`config.mk`:
```
export PLATFORM = sky130hd
export DESIGN_NAME = lamp_sqrt_frontend
export DESIGN_NICKNAME = d
export VERILOG_FILES = /design/src/rtl/lampFPU_pkg.sv /design/src/rtl/lamp_sqrt_frontend_classify.sv /design/src/rtl/lamp_sqrt_frontend.sv
export SDC_FILE = /design/constraint.sdc
export NUM_CORES = 1
export LEC_CHECK = 0
export CAP_MARGIN = 5
export CELL_PAD_IN_SITES_DETAIL_PLACEMENT = 1
export CELL_PAD_IN_SITES_GLOBAL_PLACEMENT = 2
export CORE_AREA = 10 10 103 105
export CTS_CLUSTER_DIAMETER = 120
export DETAILED_ROUTE_END_ITERATION = 7
export DIE_AREA = 0 0 113 115
export HOLD_SLACK_MARGIN = 0.06
export PLACE_DENSITY = 0.89
export SKIP_CTS_REPAIR_TIMING = 1
export SLEW_MARGIN = 20
export SYNTH_ARGS = -nofsm -noshare
export SYNTH_HDL_FRONTEND = slang
export SYNTH_HIERARCHICAL = 1
export SYNTH_SLANG_ARGS = --single-unit
```
`constraint.sdc`:
```
create_clock -name clk -period 1.9 [get_ports clk]
set_input_delay 0.19 -clock clk [delete_from_list [all_inputs] [get_ports clk]]
set_output_delay 0.19 -clock clk [all_outputs]
set_load 0.01 [all_outputs]
```
`src/rtl/lampFPU_pkg.sv`:
```
// Shared lampFPU definitions: bfloat16 field widths, canonical special encodings,
// the square-root front-end state type and the operand class record.
package lampFPU_pkg;

  localparam int unsigned LAMP_FLOAT_DW      = 16;
  localparam int unsigned LAMP_FLOAT_E_DW    = 8;
  localparam int unsigned LAMP_FLOAT_F_DW    = 7;
  localparam int unsigned LAMP_FLOAT_E_BIAS  = 127;

  localparam logic [LAMP_FLOAT_DW-1:0] QNAN_BF16 = 16'h7FC0;
  localparam logic [LAMP_FLOAT_DW-1:0] PINF_BF16 = 16'h7F80;

  typedef enum logic [1:0] {
    IDLE,
    ISSUE,
    WAIT,
    PACK
  } sqrtFeState_t;

  typedef struct packed {
    logic isZero;
    logic isInf;
    logic isNaN;
    logic isNeg;
  } fpClass_t;

endpackage

```
`src/rtl/lamp_sqrt_frontend_classify.sv`:
```
// Combinational bfloat16 unpack/classify shared by the FPU front ends:
// subnormals flush to zero, exp==all-ones splits into inf / NaN on the fraction.
module lamp_fp_classify
  import lampFPU_pkg::*;
(
  input  logic [LAMP_FLOAT_DW-1:0]   op_i,
  output fpClass_t                   class_o,
  output logic [LAMP_FLOAT_F_DW:0]   s_o,
  output logic                       is_exp_odd_o
);

  logic [LAMP_FLOAT_E_DW-1:0] exp_f;
  logic [LAMP_FLOAT_F_DW-1:0] frac_f;

  always_comb begin
    exp_f          = op_i[LAMP_FLOAT_DW-2 -: LAMP_FLOAT_E_DW];
    frac_f         = op_i[LAMP_FLOAT_F_DW-1:0];
    class_o.isZero = (exp_f == '0);
    class_o.isInf  = (exp_f == '1) && (frac_f == '0);
    class_o.isNaN  = (exp_f == '1) && (frac_f != '0);
    class_o.isNeg  = op_i[LAMP_FLOAT_DW-1];
    s_o            = {1'b1, frac_f};
    // The bias is odd, so exp-127 is odd exactly when the biased exponent is even.
    is_exp_odd_o   = ~exp_f[0];
  end

endmodule

```
`src/rtl/lamp_sqrt_frontend.sv`:
```
// Initiator side of the lampFPU iterative sqrt core: classifies the operand, issues
// it with a doSqrt pulse, waits for the core and packs the result with IEEE flags.
module lamp_sqrt_frontend
  import lampFPU_pkg::*;
(
  input  logic                      clk,
  input  logic                      rst,
  input  logic                      doOp_i,
  input  logic                      invSqrt_i,
  input  logic [LAMP_FLOAT_DW-1:0]  op_i,
  output logic                      busy_o,
  output logic                      valid_o,
  output logic [LAMP_FLOAT_DW-1:0]  res_o,
  output logic                      invalid_o,
  output logic                      divByZero_o,
  output logic                      doSqrt_o,
  output logic [7:0]                s_o,
  output logic                      is_exp_odd_o,
  output logic                      invSqrt_o,
  output logic                      special_case_o,
  input  logic                      sqrt_valid_i,
  input  logic [7:0]                sqrt_res_i
);

  sqrtFeState_t state_q, state_d;

  logic [7:0]               s_q, s_d;
  logic                     odd_q, odd_d;
  logic                     inv_q, inv_d;
  logic                     spcl_q, spcl_d;
  logic [7:0]               e_base_q, e_base_d;
  logic [LAMP_FLOAT_DW-1:0] spec_res_q, spec_res_d;
  logic                     spec_nv_q, spec_nv_d;
  logic                     spec_dz_q, spec_dz_d;
  logic [LAMP_FLOAT_DW-1:0] res_q, res_d;
  logic                     valid_q, valid_d;
  logic                     nv_q, nv_d;
  logic                     dz_q, dz_d;

  fpClass_t                 cls;
  logic [7:0]               cls_s;
  logic                     cls_odd;

  logic signed [7:0]        e_unb;
  logic signed [7:0]        e_half;
  logic [7:0]               e_base;
  logic [7:0]               e_pack;
  logic [6:0]               mant;
  logic [LAMP_FLOAT_DW-1:0] spec_res;
  logic                     spec_nv;
  logic                     spec_dz;

  lamp_fp_classify u_classify (
    .op_i         (op_i),
    .class_o      (cls),
    .s_o          (cls_s),
    .is_exp_odd_o (cls_odd)
  );

  // 8-bit signed arithmetic is exact for every finite normal exponent (1..254).
  always_comb begin
    e_unb  = signed'(op_i[14:7] - 8'(LAMP_FLOAT_E_BIAS));
    e_half = e_unb >>> 1;
    e_base = invSqrt_i ? (8'(LAMP_FLOAT_E_BIAS) - e_half)
                       : (8'(LAMP_FLOAT_E_BIAS) + e_half);
  end

  always_comb begin
    spec_res = '0;
    spec_nv  = 1'b0;
    spec_dz  = 1'b0;
    if (cls.isNaN) begin
      spec_res = QNAN_BF16;
    end else if (cls.isNeg && !cls.isZero) begin
      spec_res = QNAN_BF16;
      spec_nv  = 1'b1;
    end else if (cls.isZero) begin
      spec_res = invSqrt_i ? {op_i[15], PINF_BF16[14:0]} : {op_i[15], 15'h0000};
      spec_dz  = invSqrt_i;
    end else if (cls.isInf) begin
      spec_res = invSqrt_i ? '0 : PINF_BF16;
    end
  end

  always_comb begin
    if (sqrt_res_i[7]) begin
      mant   = sqrt_res_i[6:0];
      e_pack = e_base_q;
    end else begin
      mant   = {sqrt_res_i[5:0], 1'b0};
      e_pack = e_base_q - 8'd1;
    end
  end

  always_comb begin
    state_d    = state_q;
    s_d        = s_q;
    odd_d      = odd_q;
    inv_d      = inv_q;
    spcl_d     = spcl_q;
    e_base_d   = e_base_q;
    spec_res_d = spec_res_q;
    spec_nv_d  = spec_nv_q;
    spec_dz_d  = spec_dz_q;
    res_d      = res_q;
    valid_d    = 1'b0;
    nv_d       = 1'b0;
    dz_d       = 1'b0;
    unique case (state_q)
      IDLE: begin
        if (doOp_i) begin
          s_d        = cls_s;
          odd_d      = cls_odd;
          inv_d      = invSqrt_i;
          spcl_d     = cls.isZero | cls.isInf | cls.isNaN | cls.isNeg;
          e_base_d   = e_base;
          spec_res_d = spec_res;
          spec_nv_d  = spec_nv;
          spec_dz_d  = spec_dz;
          state_d    = ISSUE;
        end
      end
      ISSUE: state_d = WAIT;
      WAIT: begin
        // Result is packed while entering PACK so valid_o is high throughout PACK.
        if (sqrt_valid_i) begin
          state_d = PACK;
          valid_d = 1'b1;
          if (spcl_q) begin
            res_d = spec_res_q;
            nv_d  = spec_nv_q;
            dz_d  = spec_dz_q;
          end else begin
            res_d = {1'b0, e_pack, mant};
          end
        end
      end
      PACK:    state_d = IDLE;
      default: state_d = IDLE;
    endcase
  end

  always_ff @(posedge clk) begin
    if (rst) begin
      state_q    <= IDLE;
      s_q        <= '0;
      odd_q      <= 1'b0;
      inv_q      <= 1'b0;
      spcl_q     <= 1'b0;
      e_base_q   <= '0;
      spec_res_q <= '0;
      spec_nv_q  <= 1'b0;
      spec_dz_q  <= 1'b0;
      res_q      <= '0;
      valid_q    <= 1'b0;
      nv_q       <= 1'b0;
      dz_q       <= 1'b0;
    end else begin
      state_q    <= state_d;
      s_q        <= s_d;
      odd_q      <= odd_d;
      inv_q      <= inv_d;
      spcl_q     <= spcl_d;
      e_base_q   <= e_base_d;
      spec_res_q <= spec_res_d;
      spec_nv_q  <= spec_nv_d;
      spec_dz_q  <= spec_dz_d;
      res_q      <= res_d;
      valid_q    <= valid_d;
      nv_q       <= nv_d;
      dz_q       <= dz_d;
    end
  end

  always_comb begin
    busy_o         = (state_q == ISSUE) || (state_q == WAIT);
    doSqrt_o       = (state_q == ISSUE);
    valid_o        = valid_q;
    res_o          = res_q;
    invalid_o      = nv_q;
    divByZero_o    = dz_q;
    s_o            = s_q;
    is_exp_odd_o   = odd_q;
    invSqrt_o      = inv_q;
    special_case_o = spcl_q;
  end

endmodule

```
==> out/qor.yml <==
status: "completed"
synth_top_family_by_area: "simple AND/OR/NAND/NOR gates"
io_pins: 61
power.total_mw: 2.927
rows: 34
grt_pass1_wl_mm: 11.58
drive_above_1_share: 0.1635
synth_top_flop_cell: "dfxtp_1"
nets: 408
clk_latency_ps: 300
ir_drop_uv: 280.7
cp-end-kind: "flip-flop"
hpwlAfterDp_mm: 5.600
synth_compound_area_frac: 0.1831
async_reset_ff_frac: 0
required_ps: 2080
routabilityCongestion: 0.7858
critical_path_class: "in2reg"
grt-ovfl-total: 0
synth_area_um2: 2365
synth-xor-area-share: 0.05185
ctsHtreeMaxLevel: 2
final_cell_mix: "clkdlybuf4s50_1, dfxtp_1, nand2_1"
grt_max_degree: 44
synth_area_leaders: "dfxtp_1, nand2_1, a21oi_1, nor2_1, ha_1"
dp.cells: 473
dp_slack_ps: -399.3
clkTransAtPathRegs_ps: 80
finalHoldViolCount: 0
p_leak_nw: 1.298
fin_area_um2: 3403
max_freq_mhz: 547.3
cpMostUsedCell: "buf_4"
r2r_slack_ps: 240
synthSimpleGateAreaFrac: 0.2402
slowest_stage: "clkdlybuf4s50_1"
coreArea_um2: 8551
yosys-mux-area-fraction: 0.03228
grt_pass1_vias: 2412
path_max_fanout: 5
avgSynthCellArea_um2: 8.043
synth_cell_type_count: 45
period_needed_ps: 1827
cts_buffer_depth: 2
clockRootBuffer: "clkbuf_8"
drt_iter0_drc: 70
drv_cap: 0
port_buffers: 60
antenna_cells: 0
first_pass_iters: 4
start_kind: "primary input"
synth_nets: 330
yosysTopAreaCell: "dfxtp_1"
synth_edf_count: 0
cts_tree: "yes"
yosysTopAreaCellShare: 0.3810
final_common_cell: "clkdlybuf4s50_1"
hold_path_class: "in2reg"
finClkSkew_ps: 11.92
clock-sinks: 45
yosysSeqAreaShare: 0.3810
place_area_um2: 3256
drt-total-wl_mm: 6.989
grt_use_total: 0.1057
remaining_drc_errors: 0
syn2layout_area_growth_pct: 43.92
die_w_um: 113
wl_per_cell_um: 14.53
die_area_um2: 13000
dieHeight_um: 115
cts_made_buffers: 5
netlist_instances: 294
slowest_delay_ps: 510
path_cells: "clkdlybuf4s50_1 > buf_4 > or3_2 > o31ai_1 > nand2_1 > buf_4 > o2111ai_1 > o211ai_1"
setup_violations: 0
setup_ws_ps: 72.77
postRouteAntennaNets: 0
viasPerCell: 4.786
vias: 2302
grt_antenna_before_repair: 0
ys_ff_latch: 45
synthAdderAreaFrac: 0.03704
initial_core_util: 0.2766
report.final.slew_viol_count: 0
fin_hold_ws_ps: 394.6
power.density_nw_per_um2: 860.0
final-instance-count-excl-fill: 481
yosys_warnings: 6
period_share: 0.9617
cp.arrival_ps: 2000
[metrics by stage]
stage	setup TNS, ps	utilization
after floorplan	0	-
after global placement	-1902	0.3807
after detailed placement	-2442	0.3807
after CTS	-96.51	0.3905
after global routing	-18.28	0.3980
final	0	0.3980
[synthesized netlist by cell type (2+ instances only)]
cell	count
a311oi_1	2
xor2_1	8
nor3b_1	2
mux2i_1	2
dfxtp_1	45
o211ai_1	10
a211oi_1	7
nand3b_1	3
nor2_1	28
mux2_2	5
a21oi_1	24
nor3_1	8
nand4_1	3
and2_1	2
and3_1	3
or3_1	5
clkbuf_1	16
xnor2_1	6
a22oi_1	8
nand2_1	41
inv_1	10
nor4_1	3
nand2b_1	2
buf_4	10
ha_1	7
nand3_1	7
or4_1	3
o21ai_0	7
[layout make-up]
cell class	count	area, um2
fillers	1022	5147
inverters	10	37.54
repair buffers	97	898.4
clock buffers	7	76.32
flip-flops and latches	45	900.9
clock inverters	1	7.507
well taps	108	135.1
multi-input cells	213	1348
[cells by family after synthesis]
kind of cell / after synthesis
adders and majority gates: 7
muxes: 7
buffers and inverters: 36
and+or+nand+nor: 117
xor gates and xnor gates: 14
DFF: 45
AOI/OAI and AO/OA: 67
other: 1
[worst paths after layout]
kind                       to       start  cells past startpoint
setup / recovery  e_base_q[5]     op_i[9]                      8
hold / removal    e_base_q[0]     op_i[8]                      4
setup reg to reg  e_base_q[6]  state_q[0]                      7
hold reg to reg     res_o[15]   res_o[15]                      2
[state kept, by name (all words and copies together) (netlist names)]
signal / cells
spec_nv_q: 1
state_q: 2
res_o: 16
divByZero_o: 1
spec_dz_q: 1
spec_res_q: 3
is_exp_odd_o: 1
invSqrt_o: 1
special_case_o: 1
e_base_q: 8
valid_o: 1
invalid_o: 1
s_o: 8
[worst max-delay path: cells and delay by family]
kind	cells	cell delay [ps]
buf+inv	3	860
simple gates	2	550
compound gates	3	410
[report_power, final]
part | internal [mW] | switching (mW)
Combinational | 0.565 | 0.583
Sequential | 1.08 | 0.109
Clock | 0.261 | 0.325
Total | 1.91 | 1.02
[layer usage]
layer  GRT usage  vias to the layer above  wire [um]
met1      0.1186                     1067       3079
met2      0.1932                       46       3478
met5           0                        -          0
met3     0.02292                        5        336
li1            -                     1184          -
met4     0.03553                        0         95
No activity file was read; power rests on OpenSTA's default activity.
